==> src/rtl/i2c_master.sv <==
// rtl/i2c_master.sv - single-byte I2C master with quarter-period bit timing
module i2c_master #(
  parameter int CLK_DIV = 125
) (
  input  logic       clk_50M,
  input  logic       rst_n,
  input  logic       start,
  input  logic       rw,
  input  logic [6:0] addr,
  input  logic [7:0] wr_data,
  input  logic       SCL_in,
  input  logic       SDA_in,
  output logic       SCL_oe,
  output logic       SDA_oe,
  output logic       busy,
  output logic       done,
  output logic       ack_err,
  output logic [7:0] rd_data
);

  typedef enum logic [2:0] {IDLE, START, ADDR, AACK, DATA, DACK, STOP} state_t;

  localparam logic [9:0] DIV_LAST = 10'(CLK_DIV - 1);

  state_t     state, state_d;
  logic [9:0] cnt, cnt_d;
  logic [1:0] qtr, qtr_d;
  logic [2:0] bit_cnt, bit_cnt_d;
  logic [7:0] shreg, shreg_d, data_reg, data_reg_d, rd_data_d;
  logic       rw_reg, rw_reg_d, tx_bit, tx_bit_d;
  logic       busy_d, done_d, ack_err_d, scl_oe_d, sda_oe_d;
  logic       hold, tick;

  always_comb begin
    // A responder holding SCL low during the high phase freezes the quarter
    hold       = (qtr == 2'd2) && !SCL_in;
    tick       = (state != IDLE) && !hold && (cnt == DIV_LAST);
    state_d    = state;
    qtr_d      = qtr;
    bit_cnt_d  = bit_cnt;
    shreg_d    = shreg;
    data_reg_d = data_reg;
    rd_data_d  = rd_data;
    rw_reg_d   = rw_reg;
    tx_bit_d   = tx_bit;
    busy_d     = busy;
    done_d     = 1'b0;
    ack_err_d  = ack_err;

    if (state == IDLE)  cnt_d = '0;
    else if (hold)      cnt_d = cnt;
    else if (tick)      cnt_d = '0;
    else                cnt_d = cnt + 10'd1;

    case (state)
      IDLE: begin
        // done-cycle requests are dropped so back-to-back starts need a true idle cycle
        if (start && !done) begin
          shreg_d    = {addr, rw};
          data_reg_d = wr_data;
          rw_reg_d   = rw;
          state_d    = START;
          qtr_d      = 2'd0;
          busy_d     = 1'b1;
          ack_err_d  = 1'b0;
        end
      end
      START: begin
        if (tick) begin
          if (qtr == 2'd0) begin
            qtr_d = 2'd1;
          end else begin
            state_d   = ADDR;
            qtr_d     = 2'd0;
            bit_cnt_d = 3'd0;
            tx_bit_d  = ~shreg[7];
          end
        end
      end
      ADDR, AACK, DATA, DACK: begin
        if (tick) begin
          if (qtr == 2'd2) begin
            if (state == AACK && SDA_in) ack_err_d = 1'b1;
            if (state == DACK && !rw_reg && SDA_in) ack_err_d = 1'b1;
            if (state == DATA && rw_reg) rd_data_d = {rd_data[6:0], SDA_in};
          end
          if (qtr != 2'd3) begin
            qtr_d = qtr + 2'd1;
          end else begin
            qtr_d     = 2'd0;
            bit_cnt_d = bit_cnt + 3'd1;
            case (state)
              ADDR: begin
                shreg_d = {shreg[6:0], 1'b0};
                if (bit_cnt == 3'd7) begin
                  state_d  = AACK;
                  tx_bit_d = 1'b0;
                end else begin
                  tx_bit_d = ~shreg[6];
                end
              end
              AACK: begin
                bit_cnt_d = 3'd0;
                if (ack_err) begin
                  state_d = STOP;
                end else begin
                  state_d  = DATA;
                  shreg_d  = data_reg;
                  tx_bit_d = !rw_reg && !data_reg[7];
                end
              end
              DATA: begin
                shreg_d = {shreg[6:0], 1'b0};
                if (bit_cnt == 3'd7) begin
                  state_d  = DACK;
                  tx_bit_d = 1'b0;
                end else begin
                  tx_bit_d = !rw_reg && !shreg[6];
                end
              end
              default: state_d = STOP;
            endcase
          end
        end
      end
      STOP: begin
        if (tick) begin
          if (qtr == 2'd3) begin
            state_d = IDLE;
            qtr_d   = 2'd0;
            done_d  = 1'b1;
            busy_d  = 1'b0;
          end else begin
            qtr_d = qtr + 2'd1;
          end
        end
      end
      default: state_d = IDLE;
    endcase

    // Pad drives are decoded from the next state so they leave flops glitch-free
    case (state_d)
      START: begin
        scl_oe_d = (qtr_d == 2'd1);
        sda_oe_d = 1'b1;
      end
      ADDR, AACK, DATA, DACK: begin
        scl_oe_d = !qtr_d[1];
        sda_oe_d = tx_bit_d;
      end
      STOP: begin
        scl_oe_d = !qtr_d[1];
        sda_oe_d = (qtr_d != 2'd3);
      end
      default: begin
        scl_oe_d = 1'b0;
        sda_oe_d = 1'b0;
      end
    endcase
  end

  always_ff @(posedge clk_50M or negedge rst_n) begin
    if (!rst_n) begin
      state    <= IDLE;
      cnt      <= '0;
      qtr      <= 2'd0;
      bit_cnt  <= 3'd0;
      shreg    <= 8'h00;
      data_reg <= 8'h00;
      rd_data  <= 8'h00;
      rw_reg   <= 1'b0;
      tx_bit   <= 1'b0;
      busy     <= 1'b0;
      done     <= 1'b0;
      ack_err  <= 1'b0;
      SCL_oe   <= 1'b0;
      SDA_oe   <= 1'b0;
    end else begin
      state    <= state_d;
      cnt      <= cnt_d;
      qtr      <= qtr_d;
      bit_cnt  <= bit_cnt_d;
      shreg    <= shreg_d;
      data_reg <= data_reg_d;
      rd_data  <= rd_data_d;
      rw_reg   <= rw_reg_d;
      tx_bit   <= tx_bit_d;
      busy     <= busy_d;
      done     <= done_d;
      ack_err  <= ack_err_d;
      SCL_oe   <= scl_oe_d;
      SDA_oe   <= sda_oe_d;
    end
  end

endmodule

==> config.mk <==
export PLATFORM = sky130hd
export DESIGN_NAME = i2c_master
export DESIGN_NICKNAME = d
export VERILOG_FILES = /design/src/rtl/i2c_master.sv
export SDC_FILE = /design/constraint.sdc
export NUM_CORES = 1
export LEC_CHECK = 0
export CORE_MARGIN = 2
export CORE_UTILIZATION = 39
export CTS_CLUSTER_SIZE = 12
export DETAILED_ROUTE_END_ITERATION = 7
export DONT_BUFFER_PORTS = 1
export HOLD_SLACK_MARGIN = 0.15
export SLEW_MARGIN = 20
export SYNTH_ARGS = -nofsm -noshare
export SYNTH_HDL_FRONTEND = slang
export SYNTH_SLANG_ARGS = --single-unit
export TNS_END_PERCENT = 20
==> constraint.sdc <==
create_clock -name clk_50M -period 2.75 [get_ports clk_50M]
set_clock_uncertainty 0.05 [all_clocks]
set_input_delay 0.1375 -clock clk_50M [delete_from_list [all_inputs] [get_ports clk_50M]]
set_output_delay 0.1375 -clock clk_50M [all_outputs]
set_load 0.005 [all_outputs]
==> flow_summary_export.csv <==
group,metric,value,unit
status,status,"finished, final reports clean",
critical_path,cp-end-kind,"flop",
final_layout,top_register,"cnt",
sta,drv_slew,0,
job,cap_violations,0,
sta,finalSetupViolCount,0,
critical_path,required,2900,ps
pwr,intPower,1.08,mW
final_layout,final_cells,411,
grt,grt_pass1_wl,10400,um
drt,finalWirelength,6140,um
floorplanning,rows,30,
final_layout,n_antenna_cell,0,
grt,grt_max_degree,50,
clock_network,cts_setup_buffers,0,
logic_synthesis,seq_area_frac_synth,0.443,
final_layout,areaGrowthSynthToFinish,15.7,%
pwr,switching_share,0.239,
sta,layout_min_cycle_time,2550,ps
drt,vias_per_cell,5.32,
clock_network,htreeDepth,2,
grt,antenna_found_initial,0,
place,io_buffers,0,
drt,drc_errors,0,
clock_network,cts_tree,"built",
logic_synthesis,syn-num-nets,323,
hold_path,worstHoldPathType,"input pin to flop",
logic_synthesis,ys.flop_type,"dfrtp_1",
critical_path,path_cells,"inv_1 -> ha_1 -> nor2b_1 -> buf_4 -> nor3_1 -> nand3_1 -> o21bai_1 -> o21a_1 -> mux2_4",
drt,vias,2187,
grt,grt_pass1_vias,2128,
sta,max_freq,392,MHz
pwr,p_comb_frac,0.085,
final_layout,fillers,656,
final_layout,seqCellArea,1230,um2
logic_synthesis,netlist_area,2770,um2
final_layout,multi_input_area,1440,um2
drt,routedWlPerCell,14.9,um
sta,hold_viol,0,
pwr,peakVddDrop,0.000215,V
logic_synthesis,ys_async_sr_fraction,1.00,
critical_path,cp-start-kind,"flop",
clock_network,clock_path_buffers,2,
final_layout,drive_above_1_share,0.105,
place,place_congestion,0.931,
grt,grt_usage,0.174,
sta,setup_tns,0,ps
drt,postRouteAntennaNets,0,
clock_network,cts_inserted_buffers,5,
place,dpl.hpwl,4250,um
drt,dr.first_iter.drc_count,166,
floorplanning,io_pins,34,
critical_path,critPathSlowestCell,"dfrtp_1",
clock_network,path_clk_slew,100,ps
pwr,seqPwrFrac,0.542,
critical_path,worst-setup-path-type,"flop to flop",
logic_synthesis,synth_edf_count,0,
floorplanning,die_area,7780,um2
floorplanning,start_util,0.405,
critical_path,crit_path_max_fanout,8,
sta,worstMarginPinSlew,881,ps
grt,gr-total-overflow,0,
floorplanning,core,6830,um2
final_layout,fin_nets,342,
clock_network,cts.sinks,49,
sta,layout_worst_path_cycle_share,0.929,
floorplanning,die_y,88.2,um
clock_network,clk_latency,310,ps
place,dp.cells,383,
clock_network,ctsResizeCount,0,
logic_synthesis,synth.distinct_cells,53,
pwr,switching_power,339,uW
pwr,power_leakage,1.53,nW
logic_synthesis,synth_seq_cells,49,
critical_path,slowest_delay,440,ps
clock_network,ctsRootBufferMaster,"clkbuf_8",
logic_synthesis,yosys_warnings,0,
pwr,clkPwrFrac,0.374,
final_layout,largest_reg_flops,10,
sta,relSlewSlack,0.408,
pwr,p_per_area,443,nW/um2
critical_path,cp.arrival,2700,ps
drt,first_pass_iters,4,
clock_network,hold_buffers,20,
sta,rsz0062_at_grt,"false",
logic_synthesis,synthCells,295,
logic_synthesis,syn_avg_cell_area,9.37,um2
floorplanning,die_w,88.2,um
[cell usage after synthesis (all sizes together), types with 3 or more instances]
master / instances / area (um2)
nand2: 58 / 218
dfrtp: 49 / 1230
o21ai: 33 / 165
mux2: 18 / 233
nor2: 15 / 56.3
clkbuf: 11 / 41.3
inv: 11 / 41.3
nand3: 10 / 50.1
nor3: 8 / 61.3
ha: 7 / 87.6
mux2i: 7 / 70.1
nor2b: 7 / 43.8
a21oi: 6 / 30.0
and3: 6 / 37.5
o31ai: 4 / 30.0
nor3b: 3 / 22.5
[layer usage]
metal,vias to the layer above,track usage,share of wire
li1,1071,-,-
met3,14,0.0443,0.055
met5,-,0,0
met2,67,0.269,0.45
met4,0,0.0606,0.022
met1,1035,0.237,0.47
[logic make-up after synthesis]
group | Yosys count | share of synthesized area
compound gates | 64 | 0.143
buf+inv | 24 | 0.0357
xor+xnor | 1 | 0.00317
mux | 25 | 0.110
fa+ha+maj | 7 | 0.0317
simple gates | 125 | 0.233
flops | 49 | 0.443
[final timing paths]
path | start | to | slack (ps) | depth (start not counted)
worst min register to register | data_reg[6]$_DFFE_PN0P_ | data_reg[6]$_DFFE_PN0P_ | 430 | 2
worst max-delay path | qtr[0]$_DFF_PN0_ | shreg[2]$_DFFE_PN0P_ | 200 | 9
worst min-delay path | start | busy$_DFFE_PN0P_ | 220 | 3
worst max register to register | qtr[0]$_DFF_PN0_ | shreg[2]$_DFFE_PN0P_ | 200 | 9
max in group asynchronous | rst_n | cnt[0]$_DFFE_PN0P_ | 2130 | 2
min in group asynchronous | rst_n | cnt[6]$_DFFE_PN0P_ | 290 | 2
[critical path: cells and delay by family, from the launching register on]
family / cells / cell delay [ps]
AND/OR/NAND/NOR: 3 / 570
AO/OA/AOI/OAI: 2 / 510
flip-flops: 1 / 440
multiplexers: 1 / 370
adder cells (fa/ha/maj): 1 / 250
buffers and inverters: 2 / 240
[power by group through the flow]
stage | logic, mW | registers, mW | clock network (mW)
6_report | 0.120 | 0.768 | 0.530
3_3_place_gp | 0.0780 | 0.781 | 0
5_1_grt | 0.139 | 0.776 | 0.579
2_1_floorplan | 0.0668 | 0.776 | 0
3_5_place_dp | 0.0796 | 0.782 | 0
4_1_cts | 0.122 | 0.768 | 0.554
[through the flow]
stage	cell area, um2	util	hold WS [ps]	power [mW]	setup WS (ps)
4_1_cts	3200	0.468	194	1.44	220
6_report	3200	0.468	217	1.42	196
3_5_place_dp	2870	0.419	-206	0.861	245
3_3_place_gp	2870	0.419	-206	0.859	276
5_1_grt	3200	0.468	216	1.49	30.3
2_1_floorplan	2770	-	-208	0.843	473
[cell type report]
cell class,count,share of cell area
Clock inverter,3,0.0145
Timing Repair Buffer,25,0.0798
Inverter,11,0.0129
Tap cell,96,0.0376
Clock buffer,5,0.0215
Sequential cell,49,0.383
Multi-Input combinational cell,222,0.450
[cell usage in the layout, fill, tap and decap left out, types with 2 or more instances in the layout]
cell type | synthesis | routed
a21oi_1 | 6 | 6
nor2_1 | 15 | 15
o21ai_0 | 31 | 31
nand3_1 | 10 | 10
mux2_4 | 8 | 8
mux2_1 | 8 | 8
buf_4 | 0 | 5
inv_1 | 11 | 11
nand2b_1 | 2 | 2
nor3_2 | 2 | 2
mux2i_1 | 7 | 7
nor3_1 | 5 | 5
o211ai_1 | 2 | 2
mux2_2 | 2 | 2
or2_2 | 2 | 2
ha_1 | 7 | 7
o21a_1 | 2 | 2
clkbuf_8 | 0 | 5
and3b_1 | 2 | 2
a221o_1 | 2 | 2
o41ai_1 | 2 | 2
dlygate4sd3_1 | 0 | 19
and2_1 | 2 | 2
dfrtp_1 | 49 | 49
o21ai_1 | 2 | 2
o31ai_1 | 4 | 4
or4b_1 | 2 | 2
a31oi_1 | 2 | 2
nor2b_1 | 7 | 7
nand2_1 | 58 | 58
and3_1 | 6 | 6
nor3b_1 | 3 | 3
Note: power is estimated with default switching activity, not from simulation.
